## src/rtl/pc_fetch_pkg.sv

```systemverilog
// pc_fetch shared types and constants.
// Fetch FSM encoding and instruction width in bytes.
package FetchStatesPackage;

  typedef enum logic [1:0] {
    IDLE    = 2'h0,
    REQUEST = 2'h1,
    HOLD    = 2'h2,
    FAULT   = 2'h3
  } FetchStates;

  localparam logic [31:0] INSTRUCTION_BYTES = 32'd4;

endpackage

```

## src/rtl/pc_fetch_watchdog.sv

```systemverilog
// fetch_watchdog: counts REQUEST cycles without memReady.
// expired flags the last cycle before a fetch timeout.
module fetch_watchdog #(
  parameter int unsigned FETCH_TIMEOUT = 16
) (
  input  logic clk,
  input  logic rst,
  input  logic clear,
  input  logic count,
  output logic expired
);

  localparam logic [7:0] LAST = 8'(FETCH_TIMEOUT - 1);

  logic [7:0] cnt_q;
  logic [7:0] cnt_d;

  // clear has priority so a fresh request always starts at zero
  always_comb begin
    cnt_d = cnt_q;
    if (clear) begin
      cnt_d = '0;
    end else if (count) begin
      cnt_d = cnt_q + 8'd1;
    end
  end

  // wait counter register
  always_ff @(posedge clk or negedge rst) begin
    if (!rst) begin
      cnt_q <= '0;
    end else begin
      cnt_q <= cnt_d;
    end
  end

  assign expired = (cnt_q == LAST);

endmodule

```

## src/rtl/pc_fetch.sv

```systemverilog
// pc_fetch: PC register and instruction fetch stage.
// Fetches one word per instruction, holds it for decode.
module pc_fetch
  import FetchStatesPackage::*;
#(
  parameter logic [31:0] RESET_VECTOR  = 32'h0000_0000,
  parameter int unsigned FETCH_TIMEOUT = 16
) (
  input  logic        clk,
  input  logic        rst,
  input  logic        enable,
  input  logic        stall,
  input  logic        shouldUseNewPC,
  input  logic [31:0] branchTo,
  output logic [31:0] memAddress,
  output logic        memRequest,
  input  logic        memReady,
  input  logic [31:0] memData,
  output logic [31:0] instruction,
  output logic        instructionValid,
  output logic [31:0] pcAddress,
  output logic        fault
);

  FetchStates  state_q, state_d;
  logic [31:0] cur_addr_q, cur_addr_d;
  logic [31:0] fetch_addr_q, fetch_addr_d;
  logic [31:0] instr_q, instr_d;

  logic wd_clear;
  logic wd_count;
  logic wd_expired;

  fetch_watchdog #(
    .FETCH_TIMEOUT(FETCH_TIMEOUT)
  ) u_watchdog (
    .clk    (clk),
    .rst    (rst),
    .clear  (wd_clear),
    .count  (wd_count),
    .expired(wd_expired)
  );

  // next-state, register updates and handshake outputs
  always_comb begin
    state_d          = state_q;
    cur_addr_d       = cur_addr_q;
    fetch_addr_d     = fetch_addr_q;
    instr_d          = instr_q;
    wd_clear         = 1'b0;
    wd_count         = 1'b0;
    memRequest       = 1'b0;
    instructionValid = 1'b0;
    fault            = 1'b0;
    unique case (state_q)
      IDLE: begin
        if (enable) begin
          state_d  = REQUEST;
          wd_clear = 1'b1;
        end
      end
      REQUEST: begin
        memRequest = 1'b1;
        if (memReady) begin
          instr_d    = memData;
          cur_addr_d = fetch_addr_q;
          state_d    = HOLD;
        end else if (wd_expired) begin
          state_d = FAULT;
        end else begin
          wd_count = 1'b1;
        end
      end
      HOLD: begin
        instructionValid = 1'b1;
        if (!stall) begin
          // misaligned target never reaches memory
          if (shouldUseNewPC && (branchTo[1:0] != 2'b00)) begin
            state_d = FAULT;
          end else begin
            fetch_addr_d = shouldUseNewPC ? branchTo
                         : cur_addr_q + INSTRUCTION_BYTES;
            state_d      = enable ? REQUEST : IDLE;
            wd_clear     = enable;
          end
        end
      end
      FAULT: begin
        fault = 1'b1;
      end
      default: begin
        state_d = FAULT;
      end
    endcase
  end

  // state and datapath registers
  always_ff @(posedge clk or negedge rst) begin
    if (!rst) begin
      state_q      <= IDLE;
      cur_addr_q   <= RESET_VECTOR;
      fetch_addr_q <= RESET_VECTOR;
      instr_q      <= '0;
    end else begin
      state_q      <= state_d;
      cur_addr_q   <= cur_addr_d;
      fetch_addr_q <= fetch_addr_d;
      instr_q      <= instr_d;
    end
  end

  assign memAddress  = fetch_addr_q;
  assign instruction = instr_q;
  assign pcAddress   = cur_addr_q + INSTRUCTION_BYTES;

endmodule

```

## config.mk

```make
export PLATFORM = sky130hd
export DESIGN_NAME = pc_fetch
export DESIGN_NICKNAME = d
export VERILOG_FILES = /design/src/rtl/pc_fetch_pkg.sv /design/src/rtl/pc_fetch_watchdog.sv /design/src/rtl/pc_fetch.sv
export SDC_FILE = /design/constraint.sdc
export NUM_CORES = 1
export LEC_CHECK = 0
export ABC_AREA = 0
export BUFFER_PORTS_ARGS = -buffer_cell sky130_fd_sc_hd__buf_2
export CAP_MARGIN = 30
export CELL_PAD_IN_SITES_DETAIL_PLACEMENT = 1
export CELL_PAD_IN_SITES_GLOBAL_PLACEMENT = 1
export CORE_MARGIN = 2
export CORE_UTILIZATION = 35
export CTS_CLUSTER_SIZE = 25
export DETAILED_ROUTE_END_ITERATION = 12
export PLACE_DENSITY_LB_ADDON = 0.2
export SLEW_MARGIN = 10
export SYNTH_ARGS = -nofsm -noshare
export SYNTH_HDL_FRONTEND = slang
export SYNTH_SLANG_ARGS = --single-unit
export TNS_END_PERCENT = 1
```

## constraint.sdc

```tcl
create_clock -name clk -period 2.2 [get_ports clk]
set_input_delay 0.33 -clock clk [delete_from_list [all_inputs] [get_ports clk]]
set_output_delay 0.33 -clock clk [all_outputs]
set_load 0.02 [all_outputs]
```

==> flow_metrics.env, run 1 <==
export IMPL_reg2reg_slack_ps=-10
export IMPL_antenna_cells=0
export IMPL_setup_ws_ps=-433.3
export IMPL_gp_congestion=0.8174
export IMPL_grt_start_max_net_pins=55
export IMPL_wl_per_cell_um=17.70
export IMPL_detail_route_iter0_violations=156
export IMPL_finalNetCount=725
export IMPL_wirelength_um=14810
export IMPL_hold_class="input port to flip-flop"
export IMPL_dpl_cell_area_sq_um=6455
export IMPL_synth_top_area_share_pct=51.81
export IMPL_final_hold_viol_count=0
export IMPL_die_area_sq_um=15610
export IMPL_coreArea_sq_um=14420
export IMPL_antenna_found_initial=0
export IMPL_critical_path_cell_chain="nand4_4 -> or4_4 -> or4_4 -> xnor2_4 -> buf_6"
export IMPL_layout_common_cells="buf_2 (151), dfrtp_1 (104), mux2_2 (64)"
export IMPL_grt_pass1_wl_um=24350
export IMPL_slowest_delay_ps=600
export IMPL_routed_via_count=4232
export IMPL_max_slew_margin_pct=60.36
export IMPL_design_area_sq_um=7046
export IMPL_r2r_start="cur_addr_q[5]$_DFFE_PN0P_"
export IMPL_yosys_cell_types_count=45
export IMPL_post_route_period_util_pct=119.7
export IMPL_drive_above_1_share_pct=50.23
export IMPL_drv_cap=0
export IMPL_max_freq_ghz=0.3797
export IMPL_start_util_pct=35.50
export IMPL_ys_warn_count=0
export IMPL_rows=44
export IMPL_ys_ff_latch=106
export IMPL_setup_viol=19
export IMPL_clk_pin_slew_worst_paths_ps=70
export IMPL_areaGrowthSynthToFinish_pct=37.61
export IMPL_synth_top_cell_by_area="dfrtp_1"
export IMPL_place_hpwl_um=10830
export IMPL_cts_buffer_depth=2
export IMPL_clk_latency_ps=350
export IMPL_die_x_um=124.9
export IMPL_ys_seq_area_share_pct=51.81
export IMPL_grt_use_total_pct=19.46
export IMPL_critPathKind="flip-flop to output port"
export IMPL_die_y_um=124.9
export IMPL_slew_viol_final=0
export IMPL_crit_buf_inv=1
export IMPL_violations="setup timing"
export IMPL_syn_inst=448
export IMPL_p_leak_nw=3.635
export IMPL_crit_family="simple AND/OR/NAND/NOR gates"
export IMPL_worstMarginPinSlew_ps=594.7
export IMPL_drt_pass1_iterations=4
export IMPL_ios=169
export IMPL_end_kind="output port"
export IMPL_routed_via_density=5.056
export IMPL_start_kind="flip-flop"
export IMPL_grt_overflow=0
export IMPL_status="finished, violations left"
export IMPL_skew_ps=8.655
export IMPL_cp_slowest_cell="or4_4"
export IMPL_syn_cell_area_sq_um=5120
export IMPL_p_per_area_nw_per_um2=1385
export IMPL_final_common_cell="buf_2"
export IMPL_cts_sinks=106
export IMPL_cts_made_buffers=9
export IMPL_cp_arrival_ps=2300
export IMPL_grt_pass1_vias=4739
export IMPL_rsz0062_at_grt="yes"
export IMPL_syn_nets=525
export IMPL_drc=0
export IMPL_crit_top_cell="or4_4"
export IMPL_htree_num_levels=3
export IMPL_syn_avg_cell_area_sq_um=11.43
export IMPL_ant_nets=0
export IMPL_fin_crit_ps=2633
export IMPL_portBuffers=168
export IMPL_synthTopCellsByArea="dfrtp_1 (52%), mux2_2 (14%), nand2_1 (3.7%)"
export IMPL_cp_data_required_time_ps=1870
export IMPL_ir_drop_mv=0.5658
export IMPL_setup_tns_ps=-3895
export IMPL_cts_tree="done"
export IMPL_min_path_cells=2
export IMPL_crit_path_max_fanout=4
export IMPL_timing_hold_ws_ps=200.4
export IMPL_cts_root_buf="clkbuf_16"
export IMPL_worstHoldStart="memData[18]"
export IMPL_holdPathEnd="instruction[18]$_DFFE_PN0P_"
export IMPL_worst_r2r_cell_count=5
export IMPL_rr_endpoint="memAddress[28]$_DFFE_PN0P_"
==> where the power goes <==
part           total [W]  internal (W)  switching, W
registers        0.00346       0.00280      0.000663
clock network    0.00175       0.00100      0.000744
logic            0.00455       0.00200       0.00255
total            0.00976       0.00580       0.00396
==> per-layer routing <==
layer | track usage (%) | part of all wire [%]
met5 | 0 | 0
met1 | 22.82 | 41
met2 | 35.10 | 53
met4 | 6.078 | 2.0
met3 | 4.878 | 4.4
==> state kept, by name (all words and copies together), names as in the netlist <==
name	cells
cur_addr_q	32
instruction	32
memAddress	32
state_q	2
u_watchdog.cnt_q	8
==> worst register-to-register path: cells and delay by family, from the launching register on <==
family,cells,cell delay (ps)
xor+xnor,1,150
flops,1,390
compound gates,1,290
simple gates,3,1270
==> cells in the mapped netlist (all sizes together) <==
master,number
o31ai,3
nand2b,5
a21oi,3
clkbuf,17
nor4,8
and2,4
and3,10
nor3,9
o21a,2
and3b,1
nand2,51
or3b,1
inv,5
nor3b,4
a41oi,1
and4,3
a2111o,1
nand4,10
nor4b,1
buf,5
mux2i,15
xnor2,17
nand3b,1
nor2,17
nor4bb,1
ha,7
o211ai,2
nand3,22
a221o,6
dfrtp,106
or2,2
or4,3
o21ai,16
xor2,16
nor2b,2
mux2,64
a21o,6
a21boi,1
==> logic make-up after synthesis <==
| kind of cell | after synthesis | synth area share, % |
|---|---|---|
| buffers and inverters | 27 | 2.297 |
| DFF | 106 | 51.81 |
| xor gates and xnor gates | 33 | 5.792 |
| adders and majority gates | 7 | 1.711 |
| and+or+nand+nor | 155 | 15.91 |
| muxes | 79 | 17.01 |
| AOI/OAI and AO/OA | 41 | 5.474 |
==> worst max-delay path by stage <==
stage | startpoint | to | slack (ps) | cells past startpoint
floorplan | cur_addr_q[11]$_DFFE_PN0P_ | memAddress[28]$_DFFE_PN0P_ | -150 | 6
global placement | cur_addr_q[13]$_DFFE_PN0P_ | pcAddress[28] | -100 | 5
detailed placement | cur_addr_q[13]$_DFFE_PN0P_ | pcAddress[28] | -180 | 5
CTS | cur_addr_q[12]$_DFFE_PN0P_ | pcAddress[28] | -520 | 5
global route | cur_addr_q[8]$_DFFE_PN0P_ | pcAddress[28] | -500 | 5
finish | cur_addr_q[5]$_DFFE_PN0P_ | pcAddress[28] | -430 | 5
==> per-stage QoR <==
step	std cells	power, W	setup slack (ps)	utilization, %
floorplan	448	0.006104	-148.2	-
global placement	815	0.007689	-104.0	44.75
detailed placement	815	0.007862	-176.0	44.75
CTS	835	0.009798	-516.1	48.15
global route	837	0.01038	-498.6	48.85
finish	837	0.009758	-433.3	48.85
==> what timing repair did <==
item,in CTS,in global routing
endpoints found under the setup margin,24,27
hold endpoints to repair,27,0
hold buffers,1,0
pin swaps,8,11
resized for setup,32,17
setup buffers,3,2
==> final cells by class <==
cell class	count	area, sq um
inverters	5	18.77
flip-flops and latches	106	2655
clock buffers	10	229.0
well taps	184	230.2
repair buffers	211	1275
clock inverters	6	87.58
fillers	1612	7378
multi-input cells	315	2550
Power figures use the tool's default switching activity.
==> inputs of run 2 (changes only) <==
Settings changed: ABC_CLOCK_PERIOD_IN_PS set to 2200, CTS_CLUSTER_DIAMETER set to 200, RECOVER_POWER set to 50.
==> run 2 against run 1 <==
Compared with the run above:
- the flow still finishes with violations (setup timing)
- setup slack gained 3.2 ps
- non-clock buffer count is the same
- hold slack is essentially flat
- count of clock-buffer cells in the layout is the same
- flip-flop and latch count is the same
- cell area shrank 1.1%
- cell count is the same
- clock skew is essentially flat
- sequential share of layout area grew 0.41 points
- critical path type unchanged
- largest power group unchanged
- highest routed layer unchanged
==> flow_metrics.env, run 2 (synthesis gave the netlist of run 1 again) <==
export IMPL_status="finished, violations left"
export IMPL_violations="setup timing"
export IMPL_fillers=1642
export IMPL_grt_pass1_vias=4739
export IMPL_post_route_period_util_pct=119.6
export IMPL_drc=0
export IMPL_cp_slowest_cell="or4_4"
export IMPL_total_power_w=0.009667
export IMPL_die_x_um=124.9
export IMPL_routed_via_density=5.047
export IMPL_cts_made_buffers=9
export IMPL_cp_arrival_ps=2300
export IMPL_die_y_um=124.9
export IMPL_cts_root_buf="clkbuf_16"
export IMPL_rows=44
export IMPL_clk_latency_ps=350
export IMPL_grt_overflow=0
export IMPL_coreArea_sq_um=14420
export IMPL_ir_drop_mv=0.5513
export IMPL_clk_pin_slew_worst_paths_ps=70
export IMPL_layout_common_cells="buf_2 (115), dfrtp_1 (104), mux2_2 (64)"
export IMPL_grt_use_total_pct=19.46
export IMPL_cts_tree="done"
export IMPL_final_hold_viol_count=0
export IMPL_crit_path_max_fanout=4
export IMPL_gp_congestion=0.8174
export IMPL_crit_family="simple AND/OR/NAND/NOR gates"
export IMPL_cp_data_required_time_ps=1870
export IMPL_wl_per_cell_um=17.72
export IMPL_start_kind="flip-flop"
export IMPL_ios=169
export IMPL_grt_start_max_net_pins=55
export IMPL_end_kind="output port"
export IMPL_worstMarginPinSlew_ps=872.1
export IMPL_final_common_cell="buf_2"
export IMPL_hold_class="input port to flip-flop"
export IMPL_setup_viol=19
export IMPL_routed_via_count=4224
export IMPL_rsz0062_at_grt="yes"
export IMPL_areaGrowthSynthToFinish_pct=36.12
export IMPL_start_util_pct=35.50
export IMPL_skew_ps=8.477
export IMPL_antenna_found_initial=0
export IMPL_dpl_cell_area_sq_um=6455
export IMPL_slew_viol_final=0
export IMPL_crit_top_cell="or4_4"
export IMPL_wirelength_um=14830
export IMPL_drive_above_1_share_pct=44.56
export IMPL_critPathKind="flip-flop to output port"
export IMPL_p_per_area_nw_per_um2=1387
export IMPL_max_slew_margin_pct=41.86
export IMPL_detail_route_iter0_violations=162
export IMPL_htree_num_levels=3
export IMPL_place_hpwl_um=10830
export IMPL_rr_endpoint="memAddress[28]$_DFFE_PN0P_"
export IMPL_grt_pass1_wl_um=24350
export IMPL_r2r_start="cur_addr_q[5]$_DFFE_PN0P_"
export IMPL_fin_crit_ps=2630
export IMPL_holdPathEnd="instruction[18]$_DFFE_PN0P_"
export IMPL_p_leak_nw=3.515
export IMPL_final_core_util_pct=48.32
export IMPL_portBuffers=168
export IMPL_finalNetCount=725
export IMPL_critical_path_cell_chain="nand4_4 -> or4_4 -> or4_4 -> xnor2_4 -> buf_6"
export IMPL_slowest_delay_ps=590
export IMPL_reg2reg_slack_ps=0
export IMPL_crit_buf_inv=1
export IMPL_min_path_cells=2
export IMPL_cts_sinks=106
export IMPL_max_freq_ghz=0.3802
export IMPL_worstHoldStart="memData[18]"
export IMPL_drv_cap=0
export IMPL_drt_pass1_iterations=4
export IMPL_setup_ws_ps=-430.2
export IMPL_antenna_cells=0
export IMPL_die_area_sq_um=15610
export IMPL_worst_r2r_cell_count=5
export IMPL_cts_buffer_depth=2
export IMPL_design_area_sq_um=6969
export IMPL_ant_nets=0
-- run 2: changes by cell type in the layout (fill, tap and decap cells not counted), sizes merged --
| cell | delta |
|---|---|
| buf | -39 |
| clkbuf | +39 |
-- run 2: power by group --
group / leakage, nW / switching [W] / total, W / internal [W]
clock network: 0.157 / 0.000745 / 0.00175 / 0.00100
logic: 2.01 / 0.00255 / 0.00445 / 0.00190
registers: 1.35 / 0.000673 / 0.00347 / 0.00280
-- run 2: worst max-delay path by stage --
stage,from,end,cells after the start
floorplan,cur_addr_q[11]$_DFFE_PN0P_,memAddress[28]$_DFFE_PN0P_,6
global placement,cur_addr_q[13]$_DFFE_PN0P_,pcAddress[28],5
detailed placement,cur_addr_q[13]$_DFFE_PN0P_,pcAddress[28],5
CTS,cur_addr_q[12]$_DFFE_PN0P_,pcAddress[28],5
global route,cur_addr_q[8]$_DFFE_PN0P_,pcAddress[28],5
finish,cur_addr_q[5]$_DFFE_PN0P_,pcAddress[28],5
-- run 2: final cells by class --
cell class / count / area (sq um) / share of cell area, %
Sequential cell: 106 / 2655 / 38.10
Multi-Input combinational cell: 315 / 2550 / 36.59
Timing Repair Buffer: 211 / 1199 / 17.20
Tap cell: 184 / 230.2 / 3.303
Clock buffer: 10 / 229.0 / 3.285
Clock inverter: 6 / 87.58 / 1.257
Inverter: 5 / 18.77 / 0.2693
-- run 2: what timing repair did --
action | CTS | global route
hold buffers | 1 | 0
buffers inserted | 3 | 2
pin swaps | 8 | 11
hold endpoints to repair | 27 | 0
endpoints found under the setup margin | 24 | 27
gates resized for setup | 32 | 17
-- run 2: metrics by stage --
step           hold WS (ps)  TNS [ps]  setup WS [ps]  std cells
6_report              200.6     -3815         -430.2        837
5_1_grt               193.8     -5942         -498.6        837
4_1_cts               187.1     -4774         -516.1        835
3_5_place_dp          297.9    -635.9         -176.0        815
3_3_place_gp          301.0    -123.8         -104.0        815
2_1_floorplan         34.41    -382.5         -148.2        448
-- run 2: worst register-to-register path, cell delays in order (launching register included) --
cell	delay, ps
dfrtp_1	390
nand4_4	120
or4_4	600
or4_4	540
xnor2_4	150
a221o_1	290
-- run 2: metal layers --
| metal | routed length, um | vias to the layer above | track usage, % |
|---|---|---|---|
| met5 | 0 | - | 0 |
| li1 | - | 1983 | - |
| met3 | 637 | 18 | 4.878 |
| met2 | 7802 | 100 | 35.10 |
| met4 | 291 | 0 | 6.078 |
| met1 | 6101 | 2123 | 22.82 |
==> inputs of run 3 (changes only) <==
Settings changed: CTS_BUF_LIST set to sky130_fd_sc_hd__clkbuf_2.
==> run 3 against run 2 <==
Compared with the run above:
- the flow finishes with violations (capacitance limit, slew limit, setup timing)
- count of clock-buffer cells in the layout is the same
- critical path depth is the same
- global-route usage grew 1.7 points
- fmax shrank 9.8%
- largest cell class unchanged
==> flow_metrics.env, run 3 (synthesis gave the netlist of run 1 again) <==
export IMPL_setup_ws_ps=-714.6
export IMPL_cts_root_buf="clkbuf_2"
export IMPL_crit_family="simple AND/OR/NAND/NOR gates"
export IMPL_gp_congestion=0.8174
export IMPL_crit_path_max_fanout=4
export IMPL_place_hpwl_um=10830
export IMPL_crit_top_cell="or4_4"
export IMPL_hold_class="input port to flip-flop"
export IMPL_wl_per_cell_um=18.05
export IMPL_post_route_period_util_pct=132.5
export IMPL_portBuffers=168
export IMPL_grt_pass1_wl_um=26490
export IMPL_wirelength_um=16210
export IMPL_die_y_um=124.9
export IMPL_clk_latency_ps=610
export IMPL_skew_ps=30.62
export IMPL_design_area_sq_um=7462
export IMPL_cp_data_required_time_ps=1870
export IMPL_clk_pin_slew_worst_paths_ps=290
export IMPL_multi_input_area_sq_um=2582
export IMPL_final_instance_count_excl_fill=898
export IMPL_grt_start_max_net_pins=55
export IMPL_violations="capacitance limit, slew limit, setup timing"
export IMPL_worstMarginPinSlew_ps=1632
export IMPL_rows=44
export IMPL_detail_route_iter0_violations=180
export IMPL_net_switching_power_w=0.003988
export IMPL_clkPwrFrac_pct=11.5
export IMPL_finalNetCount=785
export IMPL_max_freq_ghz=0.3431
export IMPL_layout_common_cells="buf_2 (111), dfrtp_1 (104), mux2_2 (64)"
export IMPL_start_kind="flip-flop"
export IMPL_drc=0
export IMPL_ios=169
export IMPL_end_kind="output port"
export IMPL_grt_use_total_pct=21.17
export IMPL_fin_crit_ps=2915
export IMPL_ant_nets=0
export IMPL_slew_viol_final=30
export IMPL_routed_via_density=5.021
export IMPL_cp_arrival_ps=2580
export IMPL_power_internal_w=0.005201
export IMPL_cts_sinks=106
export IMPL_p_per_area_nw_per_um2=1231
export IMPL_max_slew_margin_pct=-8.797
export IMPL_cts_buffer_depth=2
export IMPL_critical_path_cell_chain="nand4_4 -> or4_4 -> or4_4 -> xnor2_4 -> buf_6"
export IMPL_grt_pass1_vias=5082
export IMPL_drt_pass1_iterations=4
export IMPL_p_leak_nw=3.707
export IMPL_cts_tree="done"
export IMPL_drv_cap=1
export IMPL_slowest_delay_ps=570
export IMPL_dp_cells=815
export IMPL_final_common_cell="buf_2"
export IMPL_routed_via_count=4509
export IMPL_cp_slowest_cell="or4_4"
export IMPL_status="finished, violations left"
export IMPL_critPathKind="flip-flop to output port"
export IMPL_die_area_sq_um=15610
export IMPL_seq_area_sq_um=2655
export IMPL_htree_num_levels=3
export IMPL_fillers=1628
export IMPL_areaGrowthSynthToFinish_pct=45.75
export IMPL_setup_viol=26
export IMPL_swShare_pct=43.40
export IMPL_cts_made_buffers=9
export IMPL_p_seq_share_pct=37.8
export IMPL_final_core_util_pct=51.73
export IMPL_die_x_um=124.9
export IMPL_rsz0062_at_grt="yes"
export IMPL_final_hold_viol_count=0
export IMPL_start_util_pct=35.50
export IMPL_antenna_found_initial=1
export IMPL_crit_buf_inv=1
export IMPL_ir_drop_mv=0.6244
export IMPL_dpl_cell_area_sq_um=6455
export IMPL_drive_above_1_share_pct=41.65
export IMPL_coreArea_sq_um=14420
export IMPL_power_frac_comb_pct=50.7
export IMPL_grt_overflow=0
## run 3: cell types whose count changed in the layout (fill, tap and decap cells not counted), moves of 2 or more
cell and delta:
xnor2_1 -3, clkbuf_16 -9, clkbuf_2 +9, clkbuf_1 -2, buf_6 +4, xnor2_2 +2
dlygate4sd3_1 +62, buf_2 -4
## run 3: layout make-up
type | instances | area share (%)
Clock buffer | 10 | 0.6707
Sequential cell | 106 | 35.58
Timing Repair Buffer | 271 | 24.60
Multi-Input combinational cell | 315 | 34.61
Tap cell | 184 | 3.085
Inverter | 5 | 0.2515
Clock inverter | 6 | 1.174
Antenna cell | 1 | 0.03353
## run 3: final timing paths
kind / start / to / slack, ps / cells past startpoint
min in group asynchronous: rst / memAddress[17]$_DFFE_PN0P_ / 610 / 2
max: cur_addr_q[8]$_DFFE_PN0P_ / pcAddress[28] / -710 / 5
max reg2reg: cur_addr_q[8]$_DFFE_PN0P_ / memAddress[28]$_DFFE_PN0P_ / -10 / 5
min reg2reg: memAddress[24]$_DFFE_PN0P_ / memAddress[24]$_DFFE_PN0P_ / 550 / 2
max in group asynchronous: rst / cur_addr_q[6]$_DFFE_PN0P_ / 80 / 3
min: branchTo[19] / memAddress[19]$_DFFE_PN0P_ / 90 / 4
## run 3: metrics by stage
stage	hold WS (ps)	power (W)	setup TNS (ps)	setup slack (ps)
after global placement	301.0	0.007689	-123.8	-104.0
after global routing	67.71	0.009794	-24160	-872.2
final	92.64	0.009189	-10820	-714.6
after floorplan	34.41	0.006104	-382.5	-148.2
after detailed placement	297.9	0.007862	-635.9	-176.0
after CTS	1.974	0.009254	-13330	-812.9
## run 3: timing repair
| action | CTS | global route |
|---|---|---|
| hold buffers | 63 | 0 |
| pin swaps | 10 | 8 |
| endpoints found under the setup margin | 30 | 29 |
| setup buffers | 3 | 0 |
| resized for setup | 48 | 16 |
| hold endpoints to repair | 168 | 0 |
## run 3: routing by layer
metal  GRT usage [%]  part of all wire [%]  vias up
met4           7.386                   2.6        0
met3           4.365                   3.9       28
li1                -                     -     2098
met2           38.67                    53      109
met5               0                     0        -
met1           24.70                    40     2274
## run 3: worst reg2reg max path, stage by stage, from the launching register on
cell and delay (ps):
dfrtp_1 460, nand4_4 120, or4_4 540, or4_4 570, xnor2_4 150, a221o_1 290
## run 3: power groups by stage
stage                     clock, W  combinational [W]  sequential [W]
after floorplan                  0            0.00199         0.00412
after global placement           0            0.00426         0.00343
after detailed placement         0            0.00436         0.00350
after CTS                  0.00112            0.00468         0.00345
after global routing       0.00118            0.00500         0.00362
final                      0.00106            0.00466         0.00348
